File: config.mk
export PLATFORM = sky130hd
export DESIGN_NAME = fifo_wr_status
export DESIGN_NICKNAME = d
export VERILOG_FILES = /design/src/rtl/fifo_wr_status.sv
export SDC_FILE = /design/constraint.sdc
export NUM_CORES = 1
export LEC_CHECK = 0
export BUFFER_PORTS_ARGS = -buffer_cell sky130_fd_sc_hd__clkbuf_2
export CAP_MARGIN = 20
export CORE_MARGIN = 2
export CORE_UTILIZATION = 35
export DETAILED_ROUTE_END_ITERATION = 7
export PLACE_DENSITY_LB_ADDON = 0.05
export SYNTH_ARGS = -nofsm -noshare
export SYNTH_HDL_FRONTEND = slang
export SYNTH_SLANG_ARGS = --single-unit
File: constraint.sdc
create_clock -name clk -period 4.4 [get_ports clk]
set_input_delay 0.88 -clock clk [delete_from_list [all_inputs] [get_ports clk]]
set_output_delay 0.88 -clock clk [all_outputs]
set_load 0.05 [all_outputs]
File: src/rtl/fifo_wr_status.sv
// Write-side status for an async FIFO: read-pointer sync, fill level, full/almost-full, overflow tracking.
// Latency: flags/level registered 1 clk after write pointer change; read pointer moves seen 3 clk later.
// Backpressure: o_wr_en gates i_wr_req combinationally with o_full; rejected writes are counted, not queued.
module fifo_wr_status #(
    parameter int PtrWidth = 2,
    parameter int AfThresh = 3
) (
    input  logic                clk,
    input  logic                rst_sync_n,
    input  logic                i_wr_req,
    input  logic [PtrWidth:0]   i_wr_bin_ptr_comb,
    input  logic [PtrWidth:0]   i_rd_gray_ptr,
    input  logic                i_ovf_clr,
    output logic                o_wr_en,
    output logic                o_full,
    output logic                o_almost_full,
    output logic [PtrWidth:0]   o_level,
    output logic                o_overflow,
    output logic [7:0]          o_drop_cnt
);

    localparam int Depth = 1 << PtrWidth;
    localparam logic [PtrWidth:0] DepthLv = Depth[PtrWidth:0];
    localparam logic [PtrWidth:0] AfLv    = AfThresh[PtrWidth:0];

    logic [PtrWidth:0] rd_gray_meta;
    logic [PtrWidth:0] rd_gray_sync;
    logic [PtrWidth:0] rd_bin_sync;
    logic [PtrWidth:0] level_nxt;
    logic              wr_reject;

    // Two-flop synchroniser for the remote gray read pointer; nothing between the stages.
    always_ff @(posedge clk or negedge rst_sync_n) begin
        if (!rst_sync_n) begin
            rd_gray_meta <= '0;
            rd_gray_sync <= '0;
        end else begin
            rd_gray_meta <= i_rd_gray_ptr;
            rd_gray_sync <= rd_gray_meta;
        end
    end

    // Gray to binary: each binary bit is the XOR of the gray bits from itself up to the MSB.
    always_comb begin
        rd_bin_sync = '0;
        for (int i = 0; i <= PtrWidth; i++) begin
            rd_bin_sync[i] = ^(rd_gray_sync >> i);
        end
    end

    // Qualified write and fill level; modular subtraction absorbs pointer wrap.
    assign o_wr_en   = i_wr_req & ~o_full;
    assign wr_reject = i_wr_req & o_full;
    assign level_nxt = i_wr_bin_ptr_comb - rd_bin_sync;

    // Registered level and flags; a level beyond DEPTH (corrupt remote pointer) also reads as full.
    always_ff @(posedge clk or negedge rst_sync_n) begin
        if (!rst_sync_n) begin
            o_level       <= '0;
            o_full        <= 1'b0;
            o_almost_full <= 1'b0;
        end else begin
            o_level       <= level_nxt;
            o_full        <= (level_nxt >= DepthLv);
            o_almost_full <= (level_nxt >= AfLv);
        end
    end

    // Sticky overflow and saturating drop count; a rejected write wins over a same-cycle clear.
    always_ff @(posedge clk or negedge rst_sync_n) begin
        if (!rst_sync_n) begin
            o_overflow <= 1'b0;
            o_drop_cnt <= 8'd0;
        end else if (wr_reject) begin
            o_overflow <= 1'b1;
            if (i_ovf_clr) begin
                o_drop_cnt <= 8'd1;
            end else if (o_drop_cnt != 8'hFF) begin
                o_drop_cnt <= o_drop_cnt + 8'd1;
            end
        end else if (i_ovf_clr) begin
            o_overflow <= 1'b0;
            o_drop_cnt <= 8'd0;
        end
    end

endmodule
==> results of run 1 <==
==> flip-flops by register name, indices dropped and copies added (netlist names) <==
register / cells
rd_gray_sync: 3
o_almost_full: 1
o_level: 2
rd_gray_meta: 3
o_drop_cnt: 8
o_overflow: 1
o_full: 1
==> synth_stat cells <==
library cell	n	area share, %
o21a_1	2	1.8
nor2_1	4	1.8
or3_2	1	0.88
nor3_1	3	1.8
nand3_2	1	1.2
xnor2_1	2	2.1
ha_1	2	2.9
xor2_1	3	3.1
dfrtp_1	19	56
nand4_4	1	2.5
o211ai_1	1	0.88
or3_1	1	0.73
nor4_1	1	0.73
and3_1	1	0.73
or4_1	1	0.88
nand2_1	1	0.44
buf_6	1	1.3
a211oi_1	1	0.88
o21ai_4	1	1.9
nand3_1	4	2.3
o21ai_0	2	1.2
fa_1	1	2.3
and2b_1	1	0.88
a21oi_1	4	2.3
mux2i_1	1	1.2
and2_2	1	0.88
nor3b_1	1	0.88
a21o_1	2	1.8
o31ai_1	1	0.88
buf_4	1	0.88
inv_1	5	2.2
==> cell families after synthesis <==
logic type / share of synthesized area (%)
AND/OR/NAND/NOR: 16.6
flip-flops: 55.8
AO/OA/AOI/OAI: 11.6
buffers and inverters: 4.41
XOR/XNOR: 5.14
adder cells (fa/ha/maj): 5.29
multiplexers: 1.17
==> routing by layer <==
metal / global-route usage, % / vias to the layer above
li1: - / 300
met1: 16.8 / 285
met2: 20.6 / 19
met3: 3.39 / 4
met4: 8.97 / 0
met5: 0 / -
==> worst paths after layout <==
kind                                           start                        end  cells past startpoint
max                                         i_wr_req                    o_wr_en                      3
min                        rd_gray_meta[2]$_DFF_PN0_  rd_gray_sync[2]$_DFF_PN0_                      0
max reg2reg                rd_gray_sync[2]$_DFF_PN0_    o_almost_full$_DFF_PN0_                      7
min reg2reg                rd_gray_meta[2]$_DFF_PN0_  rd_gray_sync[2]$_DFF_PN0_                      0
max in group asynchronous                 rst_sync_n  rd_gray_sync[0]$_DFF_PN0_                      1
min in group asynchronous                 rst_sync_n  o_drop_cnt[6]$_DFFE_PN0P_                      1
==> power groups by stage <==
stage                     registers, W   logic, W  clock network [W]
final                         0.000203   0.000126          0.0000945
after global routing          0.000206   0.000137           0.000104
after CTS                     0.000203   0.000128          0.0000989
after detailed placement      0.000206   0.000127                  0
after global placement        0.000206   0.000127                  0
after floorplan               0.000256  0.0000480                  0
==> metrics by stage <==
step                      util [%]  hold WS, ps  setup WS (ps)
after floorplan                  -          331           2250
after global placement        43.8          333           2180
after detailed placement      43.8          336           2150
after CTS                     45.2          365           2150
after global routing          45.2          370           2140
final                         45.2          361           2160
==> layout make-up <==
type                    count  area share [%]
inverters                   5            1.84
well taps                  28            3.44
multi-input cells          45            33.3
flip-flops and latches     19            46.7
repair buffers             24            11.8
clock buffers               3            2.21
clock inverters             1           0.737
==> impl_metrics.csv, run 1 <==
group,metric,value,unit
timing,tightestPinTransition,460,ps
setup_path,cp-start-kind,"primary input",
timing,fin_crit_sh,51.0,%
setup_path,cp_cell_sequence,"clkbuf_2 > and2b_1 > clkbuf_2",
floorplanning,initial_core_util,37.8,%
run,cap_violations,0,
drt,detail_route.wl_per_cell,12.2,um
setup_path,worstSetupEndpointType,"output port",
drt,wl_met1,723,um
floorplanning,dieHeight,53.3,um
setup_path,critical_path_arrival,1360,ps
clock_tree,cts_resized,0,
place,place_hpwl,1130,um
synthesis,ys_seq_area_share,55.8,%
setup_path,critPathSlowestCell,"clkbuf_2",
clock_tree,cts_made_buffers,3,
global_route,grt_pass1_wl,2660,um
synthesis,syn-num-nets,84,
final_layout,seqCellArea,475,um^2
global_route,gr-usage-all-layers,13.6,%
clock_tree,post_cts_buffers,0,
global_route,grt_max_degree,20,
clock_tree,path_clk_slew,110,ps
synthesis,postSynthCellCount,71,
setup_path,cpPeakStageDelay,270,ps
setup_path,cp_common_cell,"clkbuf_2",
place,numPortBuffers,24,
final_layout,stdcell_count,125,
drt,drc,0,
final_layout,area_delta_synth_final,19.5,%
place,placed_area,988,um^2
drt,met2_length,683,um
clock_tree,postCtsHoldBufs,0,
clock_tree,tritoncts,"built",
setup_path,cp_max_fo,3,
setup_path,timing.critical_path.buf_inv,2,
pwr,pwr-share-seq,47.9,%
final_layout,final_area,1020,um^2
pwr,max-vdd-ir-drop,0.210,mV
drt,vias_per_cell,4.86,
drt,firstDrtPassIters,3,
status,status,"finished, final reports clean",
synthesis,ys_types,31,
drt,wirelength,1530,um
final_layout,multiInputGateArea,339,um^2
floorplanning,coreArea,2250,um^2
floorplanning,die_w,53.3,um
setup_path,cp_top_family,"buffers and inverters",
final_layout,finalNetCount,111,
synthesis,synth-seq-cells,19,
final_layout,drive_gt1_share,34.0,%
synthesis,ys_warn_count,0,
pwr,p_total,0.000423,W
global_route,grt_pass1_vias,593,
floorplanning,row_count,17,
pwr,power_leakage,0.501,nW
clock_tree,clock-sinks,19,
clock_tree,cts.htree.levels,1,
timing,relSlewSlack,69.3,%
pwr,internal_power,0.000257,W
final_layout,fillers,239,
timing,finalHoldViolations,0,
pwr,power_density,415,nW/um^2
timing,rsz0062_at_grt,"false",
drt,vias,608,
setup_path,crit_required,3520,ps
timing,fmax,446,MHz
pwr,clkPwrFrac,22.3,%
setup_path,rrSetupSlack,2430,ps
drt,wl_met3,81,um
synthesis,synth.avg_cell_area,12.0,um^2
clock_tree,clk-insertion-delay-late,310,ps
place,place_inst,121,
timing,slew_violations,0,
synthesis,synth_area,852,um^2
floorplanning,top_level_ports,25,
clock_tree,clk_path_buf_depth,2,
pwr,pwr-share-comb,29.8,%
global_route,grt_overflow_total,0,
final_layout,diodes,0,
global_route,antenna_found_initial,0,
pwr,power_switching,0.000165,W
clock_tree,cts_root_buffer,"clkbuf_4",
timing,finalSetupTns,0,ps
drt,top_layer_used,"met4",
pwr,power_switching_share,39.1,%
place,place_congestion,0.663,
timing,finalCriticalPeriod,2240,ps
min_path,hold_path_class,"reg -> reg",
drt,drt-initial-drc-count,6,
drt,ant_nets,0,
floorplanning,die_area,2850,um^2
setup_path,worst-setup-path-type,"in -> out",
timing,final-setup-viol-count,0,
final_layout,layout_commonest_cell,"clkbuf_2",
final_layout,layout_common_cells,"24 x clkbuf_2, 19 x dfrtp_1, 5 x inv_1",
timing,final.setup_skew,6.97,ps
No activity file was read; power rests on OpenSTA's default activity.
==> run 2: changes to the inputs <==
--- a/config.mk
+++ b/config.mk
@@ -5,6 +5,7 @@
 export SDC_FILE = /design/constraint.sdc
 export NUM_CORES = 1
 export LEC_CHECK = 0
+export ABC_AREA = 1
 export BUFFER_PORTS_ARGS = -buffer_cell sky130_fd_sc_hd__clkbuf_2
 export CAP_MARGIN = 20
 export CORE_MARGIN = 2
==> constraint.sdc (replaced) <==
create_clock -name clk -period 2.05 [get_ports clk]
set_input_delay 0.41 -clock clk [delete_from_list [all_inputs] [get_ports clk]]
set_output_delay 0.41 -clock clk [all_outputs]
set_load 0.05 [all_outputs]
==> impl_metrics.csv, run 2 <==
group,metric,value,unit
clock_tree,path_clk_slew,110,ps
clock_tree,clock-sinks,19,
synthesis,synth-seq-cells,19,
setup_path,worstSetupEndpointType,"flop",
floorplanning,coreArea,2500,um^2
drt,vias_per_cell,4.60,
timing,fmax,502,MHz
synthesis,synth_top_area_share,51.4,%
timing,final.setup_skew,1.96,ps
synthesis,postSynthCellCount,104,
floorplanning,row_count,18,
clock_tree,cts_root_buffer,"clkbuf_4",
drt,vias,749,
drt,detail_route.wl_per_cell,10.8,um
synthesis,yosysMostFrequentCell,"nand2_1",
setup_path,crit_required,2250,ps
drt,drc,0,
synthesis,yosys.area.top_type,"dfrtp_1",
synthesis,syn-num-nets,117,
timing,fin_ws,58.3,ps
drt,drt-initial-drc-count,14,
drt,firstDrtPassIters,4,
global_route,grt_pass1_vias,708,
synthesis,synth-edff-count,0,
pwr,power_leakage,0.600,nW
timing,relSlewSlack,68.2,%
setup_path,cp_top_family,"XOR/XNOR gates",
clock_tree,tritoncts,"built",
drt,wirelength,1760,um
synthesis,synthTopCellsByCount,"25 x nand2_1, 19 x dfrtp_1, 18 x inv_1",
final_layout,largest_reg_flops,8,
clock_tree,clk-insertion-delay-late,300,ps
status,status,"finished, final reports clean",
synthesis,synth_area,926,um^2
final_layout,final_core_util,45.6,%
final_layout,final_area,1140,um^2
timing,finalHoldViolations,0,
synthesis,synthFlopType,"dfrtp_1",
final_layout,diodes,0,
setup_path,timing.critical_path.buf_inv,1,
timing,slew_violations,0,
clock_tree,cts.htree.levels,1,
setup_path,cp_cell_sequence,"xor2_2 > xnor2_1 > inv_1 > ha_2 > fa_2 > xnor2_2 > xnor2_1 > or2_4",
clock_tree,cts_made_buffers,3,
final_layout,top_regs,"o_drop_cnt (8), rd_gray_meta (3), rd_gray_sync (3)",
timing,tightestPinTransition,477,ps
setup_path,reg2regPathDepth,8,
clock_tree,clk_path_buf_depth,2,
timing,finalCriticalPeriod,1990,ps
final_layout,layout_commonest_cell,"nand2_1",
pwr,max-vdd-ir-drop,0.418,mV
final_layout,finalNetCount,147,
synthesis,async_reset_ff_share,100,%
timing,fin_crit_sh,97.2,%
final_layout,largest-register,"o_drop_cnt",
drt,ant_nets,0,
synthesis,ys_types,22,
synthesis,ys_seq_area_share,51.4,%
global_route,gr-usage-all-layers,12.9,%
pwr,power_density,792,nW/um^2
place,placed_area,1080,um^2
synthesis,ys_warn_count,0,
global_route,antenna_found_initial,0,
place,numPortBuffers,24,
place,post-place-ws,-22.2,ps
place,place_congestion,0.766,
floorplanning,die_w,55.4,um
setup_path,cp_common_cell,"xnor2_1",
run,cap_violations,0,
final_layout,layout_common_cells,"25 x nand2_1, 24 x clkbuf_2, 19 x dfrtp_1",
place,place_hpwl,1370,um
global_route,grt_overflow_total,0,
global_route,grt_pass1_wl,3150,um
setup_path,cp-start-kind,"flop",
timing,rsz0062_at_grt,"true",
floorplanning,initial_core_util,37.0,%
setup_path,cp_max_fo,2,
setup_path,critPathSlowestCell,"dfrtp_1",
synthesis,synth.avg_cell_area,8.90,um^2
synthesis,synthTopCellsByArea,"dfrtp_1 51%, nand2_1 10%, inv_1 7.3%",
floorplanning,die_area,3070,um^2
clock_tree,postCtsHoldBufs,0,
timing,final-setup-viol-count,0,
floorplanning,top_level_ports,25,
final_layout,drive_gt1_share,32.3,%
final_layout,area_delta_synth_final,23.2,%
setup_path,critical_path_arrival,2190,ps
min_path,hold_path_class,"in -> async",
setup_path,cp.depth,8,
floorplanning,dieHeight,55.4,um
setup_path,cpPeakStageDelay,420,ps
setup_path,worst-setup-path-type,"reg -> reg",
global_route,grt_max_degree,20,
[run 2: cell types whose count changed after synthesis, sizes merged, moves of 3 or more]
| cell | delta |
|---|---|
| nand2 | +26 |
| inv | +13 |
| o21ai | +7 |
| a21oi | -4 |
| nor2 | +4 |
| nand3 | +3 |
| nor3 | -3 |
[run 2: cell families after synthesis]
logic type	after synthesis	share of synthesized area, %
adders and majority gates	3	4.86
xor gates and xnor gates	4	3.78
buffers and inverters	19	8.11
AOI/OAI and AO/OA	11	6.62
DFF	19	51.4
and+or+nand+nor	48	25.3
[run 2: path summary, 6_finish.rpt]
check | start | to | slack, ps
max in group asynchronous | rst_sync_n | o_drop_cnt[5]$_DFFE_PN0P_ | 1690
hold / removal | rst_sync_n | o_level[0]$_DFF_PN0_ | 40
min in group clk | i_rd_gray_ptr[1] | rd_gray_meta[1]$_DFF_PN0_ | 210
setup / recovery | rd_gray_sync[2]$_DFF_PN0_ | o_almost_full$_DFF_PN0_ | 60
hold reg to reg | rd_gray_meta[2]$_DFF_PN0_ | rd_gray_sync[2]$_DFF_PN0_ | 360
setup reg to reg | rd_gray_sync[2]$_DFF_PN0_ | o_almost_full$_DFF_PN0_ | 60
[run 2: area by class of cell]
type | count | area (um^2)
clock buffer | 3 | 22.5
clock inverter | 1 | 5.00
fill | 256 | 1360
inverter | 18 | 67.6
multi-input combinational | 66 | 398
sequential | 19 | 475
tap | 30 | 37.5
timing repair buffer | 26 | 135
[run 2: worst register-to-register path, delay by kind of cell, from the launching register on]
kind                       cells  cell delay [ps]
xor gates and xnor gates       4              640
DFF                            1              420
adders and majority gates      2              560
buffers and inverters          1               60
and+or+nand+nor                1              220
[run 2: metrics by stage]
step	std cells	setup TNS, ps	hold slack (ps)	power (W)
6_report	163	0	44.5	0.000903
5_1_grt	163	-45.5	79.0	0.000954
4_1_cts	162	0	62.3	0.000904
3_5_place_dp	158	-22.2	335	0.000711
3_3_place_gp	158	0	332	0.000707
2_1_floorplan	104	0	114	0.000643
[run 2: power breakdown]
group	total [W]	leakage [nW]	switching, W	internal (W)
combinational	0.000283	0.343	0.000208	0.0000748
clock	0.000192	0.0177	0.000119	0.0000727
sequential	0.000429	0.239	0.0000199	0.000409
total	0.000903	0.600	0.000347	0.000556
[run 2: routing by layer]
metal  vias up  share of wire, %  track usage (%)  routed length, um
met2        25                43             19.9                761
met1       338                49             17.7                855
met5         -                 0                0                  0
met4         0               1.5             4.18                 26
li1        382                 -                -                  -
met3         4               6.8             3.28                119
[run 2: repair_timing]
item,CTS,global route
resized for setup,1,4
pin swaps,1,5
setup endpoints to repair,1,1
buffers inserted,0,1
